## src/rtl/remap_table_ctrl.sv

```systemverilog
// remap_table_ctrl
//   Sequencer and write-port arbiter for the remap register file.
//   Owns the file's write port and debug read address. Runs three bulk
//   operations (CLEAR, LOAD from pipe-in, DUMP to pipe-out). When idle, it
//   forwards single host writes and the host read address to the file.
//
// Ports
//   okClk, reset           clock, synchronous active-high reset
//   start, op              command pulse and opcode (0 CLEAR, 1 LOAD, 2 DUMP)
//   pi_write/pi_data       pipe-in word strobe/data, pi_ready while in LOAD
//   po_read/po_data        pipe-out pop strobe/data, po_ready while word held
//   host_we/waddr/wdata    direct host write request (honoured only when idle)
//   host_raddr             direct host read address (honoured only when idle)
//   rf_we/waddr/wdata      registered register-file write port
//   rf_raddr, rf_rdata     registered read address, combinational read data
//   busy, done, err        status: running, sticky completion, sticky error
//   count                  saturating progress counter
module remap_table_ctrl #(
   parameter int unsigned DEPTH = 128,
   parameter int unsigned AW    = 7,
   parameter int unsigned DW    = 7
) (
   input  logic          okClk,
   input  logic          reset,
   input  logic          start,
   input  logic [1:0]    op,
   input  logic          pi_write,
   input  logic [31:0]   pi_data,
   output logic          pi_ready,
   input  logic          po_read,
   output logic [31:0]   po_data,
   output logic          po_ready,
   input  logic          host_we,
   input  logic [AW-1:0] host_waddr,
   input  logic [DW-1:0] host_wdata,
   input  logic [AW-1:0] host_raddr,
   output logic          rf_we,
   output logic [AW-1:0] rf_waddr,
   output logic [DW-1:0] rf_wdata,
   output logic [AW-1:0] rf_raddr,
   input  logic [DW-1:0] rf_rdata,
   output logic          busy,
   output logic          done,
   output logic          err,
   output logic [7:0]    count
);

   localparam int unsigned NWORDS = DEPTH / 4;
   localparam int unsigned WW     = AW - 2;

   // Bits a pipe-in word may legally carry: data, address and last flag.
   localparam logic [31:0] PI_LEGAL = 32'h8000_0000
                                    | ((32'd1 << DW) - 32'd1)
                                    | (((32'd1 << AW) - 32'd1) << 8);

   typedef enum logic [2:0] {
      S_IDLE,
      S_CLEAR,
      S_LOAD,
      S_DUMP_GATHER,
      S_DUMP_OUT
   } state_t;

   state_t               state_q, state_d;
   logic                 rf_we_q, rf_we_d;
   logic [AW-1:0]        rf_waddr_q, rf_waddr_d;
   logic [DW-1:0]        rf_wdata_q, rf_wdata_d;
   logic [AW-1:0]        rf_raddr_q, rf_raddr_d;
   logic [31:0]          po_data_q, po_data_d;
   logic                 done_q, done_d;
   logic                 err_q, err_d;
   logic [7:0]           count_q, count_d;
   logic [AW:0]          clr_q, clr_d;
   logic [WW-1:0]        word_q, word_d;
   logic [2:0]           phase_q, phase_d;
   logic [3:0][DW-1:0]   gbuf_q, gbuf_d;
   logic                 err_set;
   logic [31:0]          packed_word;

   function automatic logic [7:0] sat_inc(input logic [7:0] v);
      return (v == 8'hFF) ? v : v + 8'd1;
   endfunction

   always_ff @(posedge okClk) begin
      if (reset) begin
         state_q    <= S_IDLE;
         rf_we_q    <= 1'b0;
         rf_waddr_q <= '0;
         rf_wdata_q <= '0;
         rf_raddr_q <= '0;
         po_data_q  <= '0;
         done_q     <= 1'b0;
         err_q      <= 1'b0;
         count_q    <= '0;
         clr_q      <= '0;
         word_q     <= '0;
         phase_q    <= '0;
         gbuf_q     <= '0;
      end else begin
         state_q    <= state_d;
         rf_we_q    <= rf_we_d;
         rf_waddr_q <= rf_waddr_d;
         rf_wdata_q <= rf_wdata_d;
         rf_raddr_q <= rf_raddr_d;
         po_data_q  <= po_data_d;
         done_q     <= done_d;
         err_q      <= err_d;
         count_q    <= count_d;
         clr_q      <= clr_d;
         word_q     <= word_d;
         phase_q    <= phase_d;
         gbuf_q     <= gbuf_d;
      end
   end

   always_comb begin
      state_d     = state_q;
      rf_we_d     = 1'b0;
      rf_waddr_d  = rf_waddr_q;
      rf_wdata_d  = rf_wdata_q;
      rf_raddr_d  = rf_raddr_q;
      po_data_d   = po_data_q;
      done_d      = done_q;
      err_d       = err_q;
      count_d     = count_q;
      clr_d       = clr_q;
      word_d      = word_q;
      phase_d     = phase_q;
      gbuf_d      = gbuf_q;
      err_set     = 1'b0;
      packed_word = '0;

      // Each gathered entry sits in its own zero-padded byte lane.
      for (int unsigned j = 0; j < 4; j++) begin
         packed_word[8*j +: 8] = {{(8-DW){1'b0}}, gbuf_q[j]};
      end

      if (pi_write && state_q != S_LOAD)    err_set = 1'b1;
      if (po_read  && state_q != S_DUMP_OUT) err_set = 1'b1;
      if (host_we  && state_q != S_IDLE)    err_set = 1'b1;
      if (start    && state_q != S_IDLE)    err_set = 1'b1;

      case (state_q)
         S_IDLE: begin
            rf_raddr_d = host_raddr;
            if (host_we) begin
               rf_we_d    = 1'b1;
               rf_waddr_d = host_waddr;
               rf_wdata_d = host_wdata;
            end
            if (start) begin
               done_d  = 1'b0;
               err_d   = 1'b0;
               count_d = '0;
               case (op)
                  2'd0: begin
                     // Address 0 is issued from the accepting cycle so the
                     // write burst starts on the first busy cycle; a host
                     // write in the same cycle loses the port.
                     state_d    = S_CLEAR;
                     rf_we_d    = 1'b1;
                     rf_waddr_d = '0;
                     rf_wdata_d = '0;
                     clr_d      = (AW+1)'(1);
                     count_d    = 8'd1;
                     if (host_we) err_set = 1'b1;
                  end
                  2'd1: state_d = S_LOAD;
                  2'd2: begin
                     state_d    = S_DUMP_GATHER;
                     word_d     = '0;
                     phase_d    = '0;
                     rf_raddr_d = '0;
                  end
                  default: begin
                     done_d  = 1'b1;
                     err_set = 1'b1;
                  end
               endcase
            end
         end

         S_CLEAR: begin
            if (clr_q == (AW+1)'(DEPTH)) begin
               state_d = S_IDLE;
               done_d  = 1'b1;
            end else begin
               rf_we_d    = 1'b1;
               rf_waddr_d = clr_q[AW-1:0];
               rf_wdata_d = '0;
               clr_d      = clr_q + (AW+1)'(1);
               count_d    = sat_inc(count_q);
            end
         end

         S_LOAD: begin
            if (pi_write) begin
               if (|(pi_data & ~PI_LEGAL)) begin
                  err_set = 1'b1;
               end else begin
                  rf_we_d    = 1'b1;
                  rf_waddr_d = pi_data[8 +: AW];
                  rf_wdata_d = pi_data[DW-1:0];
                  count_d    = sat_inc(count_q);
               end
               if (pi_data[31]) begin
                  state_d = S_IDLE;
                  done_d  = 1'b1;
               end
            end
         end

         S_DUMP_GATHER: begin
            // Phases 0..3 capture entries 4k..4k+3; phase 4 packs the word.
            if (phase_q < 3'd4) begin
               gbuf_d[phase_q[1:0]] = rf_rdata;
               if (phase_q < 3'd3) rf_raddr_d = rf_raddr_q + AW'(1);
               phase_d = phase_q + 3'd1;
            end else begin
               po_data_d = packed_word;
               state_d   = S_DUMP_OUT;
            end
         end

         S_DUMP_OUT: begin
            if (po_read) begin
               count_d = sat_inc(count_q);
               if (word_q == WW'(NWORDS - 1)) begin
                  state_d = S_IDLE;
                  done_d  = 1'b1;
               end else begin
                  word_d     = word_q + WW'(1);
                  phase_d    = '0;
                  rf_raddr_d = {word_q + WW'(1), 2'b00};
                  state_d    = S_DUMP_GATHER;
               end
            end
         end

         default: state_d = S_IDLE;
      endcase

      err_d = err_d | err_set;
   end

   assign pi_ready = (state_q == S_LOAD);
   assign po_ready = (state_q == S_DUMP_OUT);
   assign po_data  = po_data_q;
   assign busy     = (state_q != S_IDLE);
   assign done     = done_q;
   assign err      = err_q;
   assign count    = count_q;
   assign rf_we    = rf_we_q;
   assign rf_waddr = rf_waddr_q;
   assign rf_wdata = rf_wdata_q;
   assign rf_raddr = rf_raddr_q;

endmodule

```

## config.mk

```make
export PLATFORM = sky130hd
export DESIGN_NAME = remap_table_ctrl
export DESIGN_NICKNAME = d
export VERILOG_FILES = /design/src/rtl/remap_table_ctrl.sv
export SDC_FILE = /design/constraint.sdc
export NUM_CORES = 1
export LEC_CHECK = 0
export CORE_AREA = 3 3 120 122
export CTS_CLUSTER_DIAMETER = 200
export DETAILED_ROUTE_END_ITERATION = 10
export DIE_AREA = 0 0 123 125
export PLACE_DENSITY = 0.73
export RECOVER_POWER = 25
export SYNTH_ARGS = -nofsm -noshare
export SYNTH_HDL_FRONTEND = slang
export SYNTH_SLANG_ARGS = --single-unit
```

## constraint.sdc

```tcl
create_clock -name okClk -period 2.9 [get_ports okClk]
set_input_delay 0.435 -clock okClk [delete_from_list [all_inputs] [get_ports okClk]]
set_output_delay 0.435 -clock okClk [all_outputs]
set_load 0.05 [all_outputs]
```

==> results of run 1 <==
==> cell usage after synthesis (8+ instances only) <==
master / instances
o21a_1: 11
buf_2: 9
ha_1: 15
nor2_1: 33
inv_1: 14
o21ai_0: 15
nand3_1: 39
a21oi_1: 94
dfxtp_1: 107
nand2_1: 113
mux2i_1: 16
a22oi_1: 8
o211a_1: 9
a211oi_1: 9
a31oi_1: 9
clkbuf_1: 35
nor3_1: 16
==> metrics by stage <==
stage               power [mW]  utilization  instances  setup WS, ps  cell area (µm²)
floorplan                 3.81            -        664           541             5350
global placement          4.56        0.510        937           376             6780
detailed placement        4.63        0.510        937           353             6780
CTS                       5.83        0.531        953           254             7060
global route              6.10        0.531        953           113             7060
finish                    5.79        0.531        953           247             7060
==> path summary, 6_finish.rpt <==
kind / slack (ps) / start / cells past startpoint / to
max: 250 / state_q[0]$_SDFFE_PP0P_ / 3 / busy
min: 450 / po_data[30]$_SDFFE_PP0P_ / 2 / po_data[30]$_SDFFE_PP0P_
max reg2reg: 440 / state_q[0]$_SDFFE_PP0P_ / 6 / done$_SDFFE_PP0P_
min reg2reg: 450 / po_data[30]$_SDFFE_PP0P_ / 2 / po_data[30]$_SDFFE_PP0P_
==> metal layers <==
metal	vias up	wire, µm	track usage
met5	-	0	0
met4	0	385	0.0821
met3	27	913	0.0298
met2	165	7040	0.308
met1	2445	6950	0.272
li1	2586	-	-
==> sequential cells by signal, indices dropped and copies added (netlist names) <==
| register | flops |
|---|---|
| state_q | 3 |
| count | 8 |
| clr_q | 8 |
| rf_we | 1 |
| phase_q | 3 |
| err | 1 |
| gbuf_q | 28 |
| po_data | 28 |
| done | 1 |
| word_q | 5 |
| rf_wdata | 7 |
| rf_waddr | 7 |
| rf_raddr | 7 |
==> logic make-up (layout without fill, tap and decap cells) <==
kind of cell | count (synthesis) | in the layout | share of synthesized area
mux | 18 | 18 | 0.0342
fa+ha+maj | 15 | 15 | 0.0352
simple gates | 249 | 249 | 0.221
other cells | 1 | 4 | 0.000703
compound gates | 195 | 195 | 0.238
buf+inv | 67 | 180 | 0.0549
flops | 107 | 107 | 0.401
xor+xnor | 9 | 9 | 0.0148
==> cell type report <==
cell class / instances / area (µm²)
Clock inverter: 6 / 47.5
Fill cell: 1216 / 6230
Clock buffer: 10 / 239
Multi-Input combinational cell: 490 / 2930
Inverter: 16 / 60.1
Sequential cell: 107 / 2140
Tap cell: 176 / 220
Timing Repair Buffer: 148 / 1430
==> power by group <==
| part | switching [mW] | internal (mW) |
|---|---|---|
| logic | 1.67 | 1.04 |
| registers | 0.221 | 1.66 |
| clock network | 0.582 | 0.616 |
| total | 2.47 | 3.31 |
==> worst reg2reg max path: cells and delay by family, from the launching register on <==
| kind | cells | cell delay (ps) |
|---|---|---|
| simple gates | 3 | 880 |
| flops | 1 | 710 |
| compound gates | 2 | 490 |
| buf+inv | 1 | 270 |
==> run_results.csv, run 1 <==
group,metric,value,unit
yosys,synthArstFlopShare,0,
clock_tree,cts_root_buf,"clkbuf_16",
yosys,synth_ff_type,"dfxtp_1",
yosys,ys_seq_elements,107,
setup_path,path_class,"register to output port",
timing,rsz0062_at_grt,"false",
final_layout,area_growth,32.3,%
floorplan,die-height,125,µm
setup_path,arrival,2220,ps
setup_path,cp_slowest_cell,"clkdlybuf4s50_1",
timing,fmax,377,MHz
timing,maxSlewHeadroom,0.461,
detailed_routing,drt_iter0_markers,452,
timing,skew,6.61,ps
setup_path,worstPathBufferInverterCount,2,
min_path,min_path_type,"register to register",
detailed_routing,drc,0,
global_route,grt_overflow_total,0,
clock_tree,path_clk_slew,70,ps
setup_path,slowest_delay,870,ps
timing,whs,453,ps
floorplan,row_count,42,
power,power_density,819,nW/µm²
power,p_leak,2.64,nW
timing,final.min_clock_period,2650,ps
global_route,grt_pass1_wl,24900,µm
detailed_routing,drtAntennaViolNets,0,
floorplan,io_pins,135,
yosys,syn_inst,661,
floorplan,die_area,15400,µm²
clock_tree,hold_buffers,0,
yosys,synthDistinctLibCells,68,
clock_tree,clock_sinks,107,
global_route,antenna_found_initial,0,
final_layout,nets,855,
place,gp_congestion,0.857,
global_route,track_usage,0.198,
run_status,status,"complete, no violations",
yosys,avgSynthCellArea,8.08,µm²
yosys,ys_warn_count,0,
floorplan,core-area,13300,µm²
power,ir_drop,399,µV
detailed_routing,drt_pass1_iterations,5,
final_layout,layout_commonest_cell,"nand2_1",
place,io_buffer_count,130,
floorplan,die_x,123,µm
yosys,synth_area_leaders,"dfxtp_1, a21oi_1, nand2_1",
floorplan,start_util,0.401,
yosys,synth_largest_area_cell,"dfxtp_1",
setup_path,cp_data_required_time,2470,ps
detailed_routing,vias,5223,
setup_path,crit_family,"buffers and inverters",
detailed_routing,vias_per_cell,5.48,
clock_tree,clkLatencyLatePin,350,ps
final_layout,layout-drive-gt1-share,0.0682,
setup_path,start_kind,"register",
setup_path,cp_max_fo,15,
setup_path,cp_cell_sequence,"nor3_1, inv_2, clkdlybuf4s50_1",
place,hpwl,11200,µm
timing,tns,0,ps
clock_tree,htree_levels,3,
clock_tree,cts_buffers,9,
yosys,synth_edf_count,0,
clock_tree,post_cts_buffers,0,
global_route,grt_max_degree,46,
timing,drv_slew,0,
yosys,ys_seq_area_frac,0.401,
yosys,synth_top_area_frac,0.401,
setup_path,cp-end-kind,"output port",
timing,finalCritPeriodShare,0.915,
clock_tree,ctsResizeCount,0,
final_layout,diodes,0,
timing,hold_viol,0,
timing,finalSetupViolCount,0,
run,cap_violations,0,
final_layout,mostFrequentLayoutCells,"nand2_1, dfxtp_1, a21oi_1",
clock_tree,cts_tree,"done",
clock_tree,clk_path_buf_depth,2,
detailed_routing,drt_wl_total,15300,µm
yosys,synth_area,5340,µm²
detailed_routing,wl_per_cell,16.0,µm
global_route,grt_pass1_vias,4998,
timing,tightestPinTransition,806,ps
Note: power is estimated with default switching activity, not from simulation.
==> run 2, diff against run 1 <==
SLEW_MARGIN = 15   (was not set)
==> results of run 2 <==
No change in the layout: final DEF, timing and power equal those of run 1.
==> run 3, diff against run 2 <==
CORE_AREA = 10 10 127 129   (was 3 3 120 122)
DIE_AREA = 0 0 137 139   (was 0 0 123 125)
==> run_results.csv, run 3 (same netlist as run 1, synthesis figures left out) <==
group,metric,value,unit
setup_path,cp_max_fo,15,
floorplan,io_pins,135,
place,gp_congestion,0.855,
detailed_routing,drt_wl_total,15700,µm
final_layout,nets,854,
run_status,status,"complete, no violations",
place,hpwl,11500,µm
setup_path,cp-end-kind,"output port",
final_layout,fillers,1343,
power,power_density,820,nW/µm²
timing,skew,11.2,ps
final_layout,area_growth,32.4,%
detailed_routing,drtAntennaViolNets,0,
timing,fmax,374,MHz
detailed_routing,vias,5087,
final_layout,mostFrequentLayoutCells,"nand2_1, dfxtp_1, a21oi_1",
detailed_routing,wl_per_cell,16.4,µm
timing,drv_slew,0,
floorplan,row_count,43,
global_route,antenna_found_initial,0,
clock_tree,cts_buffers,9,
clock_tree,htree_levels,3,
clock_tree,post_cts_buffers,0,
timing,rsz0062_at_grt,"false",
timing,finalCritPeriodShare,0.923,
final_layout,layout-drive-gt1-share,0.0670,
timing,final.min_clock_period,2680,ps
final_layout,diodes,0,
run,cap_violations,0,
global_route,track_usage,0.160,
floorplan,die_x,137,µm
min_path,min_path_type,"register to register",
clock_tree,path_clk_slew,80,ps
global_route,grt_overflow_total,0,
final_layout,design_area,7070,µm²
setup_path,cp_data_required_time,2470,ps
clock_tree,cts_root_buf,"clkbuf_16",
global_route,grt_pass1_wl,25200,µm
setup_path,cp_cell_sequence,"nor3_1, inv_2, clkdlybuf4s50_1",
power,p_leak,2.63,nW
setup_path,cp_slowest_cell,"clkdlybuf4s50_1",
setup_path,worstPathBufferInverterCount,2,
final_layout,layout_commonest_cell,"nand2_1",
timing,tns,0,ps
detailed_routing,drt_iter0_markers,329,
timing,hold_viol,0,
setup_path,slowest_delay,860,ps
floorplan,core-area,13700,µm²
setup_path,rr_startpoint,"state_q[0]$_SDFFE_PP0P_",
detailed_routing,drt_pass1_iterations,4,
place,io_buffer_count,130,
timing,tightestPinTransition,845,ps
clock_tree,clk_path_buf_depth,2,
timing,finalSetupViolCount,0,
floorplan,start_util,0.391,
clock_tree,ctsResizeCount,0,
global_route,grt_pass1_vias,4827,
clock_tree,clkLatencyLatePin,350,ps
global_route,grt_max_degree,52,
power,ir_drop,372,µV
clock_tree,hold_buffers,0,
clock_tree,clock_sinks,107,
floorplan,die_area,19000,µm²
setup_path,path_class,"register to output port",
detailed_routing,drc,0,
setup_path,start_kind,"register",
place,placed_area,6780,µm²
detailed_routing,vias_per_cell,5.32,
min_path,hp-start,"gbuf_q[17]$_SDFFE_PP0P_",
setup_path,crit_start,"state_q[0]$_SDFFE_PP0P_",
setup_path,crit_family,"buffers and inverters",
floorplan,die-height,139,µm
timing,maxSlewHeadroom,0.422,
setup_path,arrival,2240,ps
clock_tree,cts_tree,"done",
run 3: area by class of cell:
class / instances / area, µm² / area share
repair buffers: 147 / 1420 / 0.201
well taps: 180 / 225 / 0.0319
inverters: 16 / 60.1 / 0.00850
multi-input cells: 490 / 2930 / 0.414
clock buffers: 9 / 225 / 0.0319
flip-flops and latches: 107 / 2140 / 0.303
clock inverters: 7 / 70.1 / 0.00992
run 3: worst min-delay path: cells and delay by family, from the launching register on:
kind / cells / cell delay [ps]
compound gates: 1 / 50
flops: 1 / 310
simple gates: 1 / 50
run 3: where the power goes:
part           internal (mW)  switching, mW  leakage [nW]
Combinational           1.04           1.67          1.61
Sequential              1.66          0.215         0.868
Clock                  0.609          0.602         0.147
Total                   3.31           2.49          2.63
run 3: worst paths after layout:
| path | slack (ps) | endpoint | cells after the start |
|---|---|---|---|
| worst min register to register | 450 | po_data[19]$_SDFFE_PP0P_ | 2 |
| worst min-delay path | 450 | po_data[19]$_SDFFE_PP0P_ | 2 |
| worst max-delay path | 220 | busy | 3 |
| worst max register to register | 520 | done$_SDFFE_PP0P_ | 6 |
run 3: through the flow:
stage	util	instances	setup slack [ps]	hold slack, ps	power, mW
after detailed placement	0.496	940	337	445	4.63
after global placement	0.496	940	348	442	4.60
after floorplan	-	664	541	432	3.81
final	0.517	956	224	447	5.80
after global routing	0.517	956	211	472	6.12
after CTS	0.517	956	243	454	5.84
run 3: per-layer routing:
| layer | part of all wire | global-route usage |
|---|---|---|
| met5 | 0 | 0 |
| met4 | 0.014 | 0.0438 |
| met3 | 0.065 | 0.0420 |
| met2 | 0.47 | 0.247 |
| met1 | 0.45 | 0.212 |
